--- src/rtl/spi_slot_cmd_rx.sv ---
// spi_slot_cmd_rx: SPI (mode 0, MSB first) receiver for 48-bit slot-machine
// command frames. SPI pins are oversampled in the clk domain. Each frame is
// validated and then committed to the reel, win and total registers. A status
// byte {done_latched, last_ok, err_count} is returned on sdo.
// Optional checksum validation is enabled by defining SPI_CHECKSUM_EN.
module spi_slot_cmd_rx #(
  parameter int SYNC_STAGES    = 2,
  parameter int TIMEOUT_CYCLES = 4096
) (
  input  logic        clk,
  input  logic        reset,
  input  logic        sclk,
  input  logic        copi,
  input  logic        cs,
  output logic        sdo,
  input  logic        done,
  output logic [3:0]  reel1_idx,
  output logic [3:0]  reel2_idx,
  output logic [3:0]  reel3_idx,
  output logic        start_spin,
  output logic [11:0] win_credits,
  output logic        is_win,
  output logic [11:0] total_credits,
  output logic        is_total,
  output logic        frame_err
);

  localparam int TW = $clog2(TIMEOUT_CYCLES + 1);

  typedef enum logic [2:0] {IDLE, SHIFT, CHECK, COMMIT, ABORT} state_t;

  state_t                 state;
  logic [SYNC_STAGES-1:0] sclk_sr, copi_sr, cs_sr;
  logic                   sclk_q, cs_q, done_q;
  logic [47:0]            shreg;
  logic [5:0]             bit_cnt;
  logic [TW-1:0]          tmo_cnt;
  logic [7:0]             sdo_sr;
  logic                   done_latched, last_ok;
  logic [5:0]             err_count;

  logic sclk_s, copi_s, cs_s;
  logic sclk_rise, sclk_fall, cs_rise, cs_fall;
  assign sclk_s    = sclk_sr[SYNC_STAGES-1];
  assign copi_s    = copi_sr[SYNC_STAGES-1];
  assign cs_s      = cs_sr[SYNC_STAGES-1];
  assign sclk_rise = sclk_s & ~sclk_q;
  assign sclk_fall = ~sclk_s & sclk_q;
  assign cs_rise   = cs_s & ~cs_q;
  assign cs_fall   = ~cs_s & cs_q;

  // Frame fields
  logic [3:0]  f_cmd, f_r1, f_r2, f_r3;
  logic [11:0] f_win, f_tot;
  assign f_cmd = shreg[47:44];
  assign f_r1  = shreg[43:40];
  assign f_r2  = shreg[39:36];
  assign f_r3  = shreg[35:32];
  assign f_win = shreg[31:20];
  assign f_tot = shreg[19:8];

  logic csum_ok;
`ifdef SPI_CHECKSUM_EN
  assign csum_ok = (shreg[7:0] ==
                    (shreg[47:40] ^ shreg[39:32] ^ shreg[31:24] ^ shreg[23:16] ^ shreg[15:8]));
`else
  // Checksum byte is shifted in but not validated in this build.
  logic unused_csum;
  assign unused_csum = ^shreg[7:0];
  assign csum_ok     = 1'b1;
`endif

  logic frame_ok;
  assign frame_ok = (bit_cnt == 6'd48) && (f_cmd != 4'd0) && !f_cmd[0] &&
                    (!f_cmd[3] || (!f_r1[3] && !f_r2[3] && !f_r3[3])) && csum_ok;

  logic [7:0] status;
  logic [5:0] err_next;
  logic       spin_commit;
  assign status      = {done_latched, last_ok, err_count};
  assign err_next    = (err_count == 6'd63) ? 6'd63 : err_count + 6'd1;
  assign spin_commit = (state == COMMIT) && f_cmd[3];

  // Synchronize the asynchronous SPI pins; cs idles high so it resets to 1.
  always_ff @(posedge clk or posedge reset) begin
    if (reset) begin
      sclk_sr <= '0;
      copi_sr <= '0;
      cs_sr   <= '1;
      sclk_q  <= 1'b0;
      cs_q    <= 1'b1;
      done_q  <= 1'b0;
    end else begin
      sclk_sr <= {sclk_sr[SYNC_STAGES-2:0], sclk};
      copi_sr <= {copi_sr[SYNC_STAGES-2:0], copi};
      cs_sr   <= {cs_sr[SYNC_STAGES-2:0], cs};
      sclk_q  <= sclk_s;
      cs_q    <= cs_s;
      done_q  <= done;
    end
  end

  // Latch the rising edge of done until the next spin commit (clear wins).
  always_ff @(posedge clk or posedge reset) begin
    if (reset)                 done_latched <= 1'b0;
    else if (spin_commit)      done_latched <= 1'b0;
    else if (done && !done_q)  done_latched <= 1'b1;
  end

  // Frame FSM: shift, validate, commit, plus status/error bookkeeping.
  always_ff @(posedge clk or posedge reset) begin
    if (reset) begin
      state         <= IDLE;
      shreg         <= '0;
      bit_cnt       <= '0;
      tmo_cnt       <= '0;
      sdo_sr        <= '0;
      sdo           <= 1'b0;
      last_ok       <= 1'b0;
      err_count     <= '0;
      reel1_idx     <= '0;
      reel2_idx     <= '0;
      reel3_idx     <= '0;
      start_spin    <= 1'b0;
      win_credits   <= '0;
      is_win        <= 1'b0;
      total_credits <= '0;
      is_total      <= 1'b0;
      frame_err     <= 1'b0;
    end else begin
      start_spin <= 1'b0;
      frame_err  <= 1'b0;
      case (state)
        IDLE: begin
          sdo <= 1'b0;
          if (cs_fall) begin
            state   <= SHIFT;
            bit_cnt <= '0;
            tmo_cnt <= '0;
            sdo_sr  <= status;
            sdo     <= status[7];
          end
        end
        SHIFT: begin
          if (cs_rise) begin
            sdo   <= 1'b0;
            // A select pulse with no clocks is a no-op, not an error.
            state <= (bit_cnt == 6'd0) ? IDLE : CHECK;
          end else if (sclk_rise || sclk_fall) begin
            tmo_cnt <= '0;
            if (sclk_rise) begin
              shreg <= {shreg[46:0], copi_s};
              if (bit_cnt != 6'd63) bit_cnt <= bit_cnt + 6'd1;
            end
            if (sclk_fall) begin
              // Zeros fill in behind the status byte, so sdo is 0 after bit 7.
              sdo    <= sdo_sr[6];
              sdo_sr <= {sdo_sr[6:0], 1'b0};
            end
          end else if (tmo_cnt == TW'(TIMEOUT_CYCLES - 1)) begin
            state     <= ABORT;
            sdo       <= 1'b0;
            frame_err <= 1'b1;
            err_count <= err_next;
            last_ok   <= 1'b0;
          end else begin
            tmo_cnt <= tmo_cnt + 1'b1;
          end
        end
        CHECK: begin
          if (frame_ok) begin
            state <= COMMIT;
          end else begin
            state     <= IDLE;
            frame_err <= 1'b1;
            err_count <= err_next;
            last_ok   <= 1'b0;
          end
        end
        COMMIT: begin
          state   <= IDLE;
          last_ok <= 1'b1;
          if (f_cmd[3]) begin
            reel1_idx  <= f_r1;
            reel2_idx  <= f_r2;
            reel3_idx  <= f_r3;
            start_spin <= 1'b1;
            if (!f_cmd[2]) is_win <= 1'b0;
          end
          if (f_cmd[2]) begin
            win_credits <= f_win;
            is_win      <= 1'b1;
          end
          if (f_cmd[1]) begin
            total_credits <= f_tot;
            is_total      <= 1'b1;
          end
        end
        ABORT: begin
          sdo <= 1'b0;
          if (cs_s) state <= IDLE;
        end
        default: state <= IDLE;
      endcase
    end
  end

endmodule

--- config.mk ---
export PLATFORM = sky130hd
export DESIGN_NAME = spi_slot_cmd_rx
export DESIGN_NICKNAME = d
export VERILOG_FILES = /design/src/rtl/spi_slot_cmd_rx.sv
export SDC_FILE = /design/constraint.sdc
export NUM_CORES = 1
export LEC_CHECK = 0
export CORE_UTILIZATION = 40
export CTS_CLUSTER_DIAMETER = 40
export DETAILED_ROUTE_END_ITERATION = 10
export PLACE_DENSITY = 0.64
export SKIP_CTS_REPAIR_TIMING = 1
export SLEW_MARGIN = 20
export SYNTH_ARGS = -nofsm -noshare
export SYNTH_HDL_FRONTEND = slang
export SYNTH_SLANG_ARGS = --single-unit
--- constraint.sdc ---
create_clock -name clk -period 5.7 [get_ports clk]
set_input_delay 0.855 -clock clk [delete_from_list [all_inputs] [get_ports clk]]
set_output_delay 0.855 -clock clk [all_outputs]
set_load 0.01 [all_outputs]
==> metrics.txt <==
status=complete, no violations; clock root cell=clkbuf_16; Worst path depth=7; Synth top cells by count=dfrtp_1, mux2_2, nor2_1, nand2_1, a21oi_1; cells after synthesis=440; Multi-input gate area=2130 um2; R2R cell count=7; antenna cells=0; drt wl/cell=between 10 and 15 um; post-synth top area cell=dfrtp_1; final hold violation count=0; Crit-path slowest cell=a2111oi_0; max-cap viol count=0; # H-tree levels=4; Hold Path Depth=0; CP required=5.98 ns; RSZ-0062 raised after global routing=false; CP Max Fanout=7; syn_nets=452; top post-synthesis cells by area=dfrtp_1, mux2_2, mux2_1; first-pass GRT wire length=16.9 mm; Post-synth EDFFs=0; IO Pins=47; final core occ=0.498; Die W=~120 um; Detailed Place HPWL=6.26 mm; CP arrival=2.72 ns; row count=43; crit path kind=reg -> reg; CTS tree=done; vias in the first global route=approximately 3600; design area=6880 um2; Worst Setup End Kind=flip-flop; fill cell count=1208; Fin Clk Skew=0.00960 ns; total grt overflow=0; Pins Over Slew Limit=0; Initial Utilization=0.408; Post-Route WL=9.64 mm; area post-placement=6270 um2; Num CTS Buffers=17; reg2reg setup slack=3.26 ns; initial antenna violation count=0; register area share after synthesis=0.599; largest net degree at the start of global routing=57; max_slew headroom=0.457; max frequency=0.409 GHz; syn avg cell area=12.8 um2; clock period minus worst slack=2.44 ns; Vias/cell=5.01; Setup TNS=0 ns; most common cell in the netlist=dfrtp_1; CP Cell Sequence=inv_1 > ha_1 > nor2b_1 > o2111ai_1 > a2111oi_0 > xnor2_1 > nor2_1; Area Growth Syn to Fin=21.8%; CTS clk-pin slew, worst paths=0.05 ns; Tcrit/Tclk final=0.429; CTS Sinks=about 140; layout net count=502; power density cells=347 nW/um2; GRT Resource Usage Total=0.149; final setup fails=0; DRT Pass-1 Iters=4; Worst-Margin Slew=0.808 ns; initial detailed-routing violation count=around 170; number of port buffers=46; delay-heaviest family, CP=compound AO/OA/AOI/OAI gates; share of layout cells above drive strength 1=0.250; Remaining DRCs=0; CP peak stage delay=0.60 ns; Buffers & Inverters on Critical Path=1; #FFs+latches synth=about 140; Lkg Pwr=3.29 nW; synthesized area=5650 um2; Primary FF master, synth=dfrtp_1; area share of the largest cell type after synthesis=0.585; yosys warns=0; startpoint types=flip-flop; Final Wtd Congestion=about 0.84; Reg area=3380 um2; worst min path class=reg -> reg; die area=14600 um2; worst vdd ir=166 uV; latest clock arrival within the worst-skew pair=0.42 ns; Cell variety after synth=48; core area=13800 um2; ys async rst share=1.00; Final Power=2.39 mW; via count=3424; Longest Clk Path Bufs=2; die height=121 um; post-route ant nets=0
==> kinds of logic (layout without fill, tap and decap cells) <==
| family | after synthesis | count (layout) | share of synthesized area |
|---|---|---|---|
| simple gates | 109 | 109 | 0.0970 |
| buf+inv | 30 | 93 | 0.0253 |
| compound gates | 56 | 56 | 0.0620 |
| mux | 99 | 99 | 0.196 |
| fa+ha+maj | 6 | 6 | 0.0133 |
| xor+xnor | 5 | 5 | 0.00775 |
| flops | 135 | 135 | 0.599 |
==> cell usage in the layout (no fill, tap or decap), types with 5 or more instances in the layout <==
cell             netlist  routed
ha_1                   6       6
dfrtp_1              132     132
nor2_1                32      32
a31oi_1                5       5
nand2b_1               6       6
clkdlybuf4s50_1        0      46
nand2_1               26      25
xnor2_1                5       5
inv_1                 11      10
a21oi_1               17      17
nand4_1                6       6
nor3_1                 5       5
clkbuf_16              0      17
o21ai_0               10      10
o21ai_1                7       7
mux2_2                80      80
mux2_1                12      12
mux2i_1                7       7
nor2b_1                6       6
nand3_1                8       8
==> flip-flops by register name, summed over array words and instances (netlist names), 2 cells and up <==
register,cells
bit_cnt,6
state,3
tmo_cnt,13
reel3_idx,4
sdo_sr,7
sclk_sr,2
total_credits,12
reel1_idx,4
reel2_idx,4
err_count,6
cs_sr,2
shreg,48
win_credits,12
copi_sr,2
==> per-layer routing <==
layer / routed length (um) / track usage / share of wire / up-vias
met5: 0 / 0 / 0 / -
met4: 150 / 0.0694 / 0.016 / 0
met3: 450 / 0.0509 / 0.047 / 15
met2: 4560 / 0.234 / 0.47 / 61
met1: 4490 / 0.184 / 0.47 / 1702
li1: - / - / - / 1646
==> per-stage QoR <==
| stage | instances | setup slack [ns] | hold WS (ns) |
|---|---|---|---|
| CTS | 683 | 2.95 | 0.349 |
| detailed placement | 651 | 2.96 | 0.336 |
| finish | 683 | 3.26 | 0.347 |
| floorplan | 440 | 1.24 | 0.331 |
| global placement | 651 | 3.01 | 0.334 |
| global route | 683 | 3.08 | 0.358 |
==> worst paths after layout <==
| kind | startpoint | end |
|---|---|---|
| setup / recovery | sclk_sr[1]$_DFF_PP0_ | bit_cnt[5]$_DFFE_PP0P_ |
| hold reg to reg | copi_sr[0]$_DFF_PP0_ | copi_sr[1]$_DFF_PP0_ |
| min in group asynchronous | reset | frame_err$_DFF_PP0_ |
| max in group asynchronous | reset | done_q$_DFF_PP0_ |
| setup reg to reg | sclk_sr[1]$_DFF_PP0_ | bit_cnt[5]$_DFFE_PP0P_ |
| hold / removal | copi_sr[0]$_DFF_PP0_ | copi_sr[1]$_DFF_PP0_ |
==> power breakdown <==
group | internal (mW) | total (mW) | switching (mW)
clock network | 0.711 | 1.12 | 0.406
registers | 1.02 | 1.07 | 0.0458
logic | 0.0924 | 0.207 | 0.114
==> final cells by class <==
type / instances / share of cell area
well taps: 180 / 0.0327
multi-input cells: 275 / 0.310
clock inverters: 11 / 0.0216
repair buffers: 50 / 0.0713
flip-flops and latches: 135 / 0.491
clock buffers: 21 / 0.0669
inverters: 11 / 0.00636
Note: power is estimated with default switching activity, not from simulation.
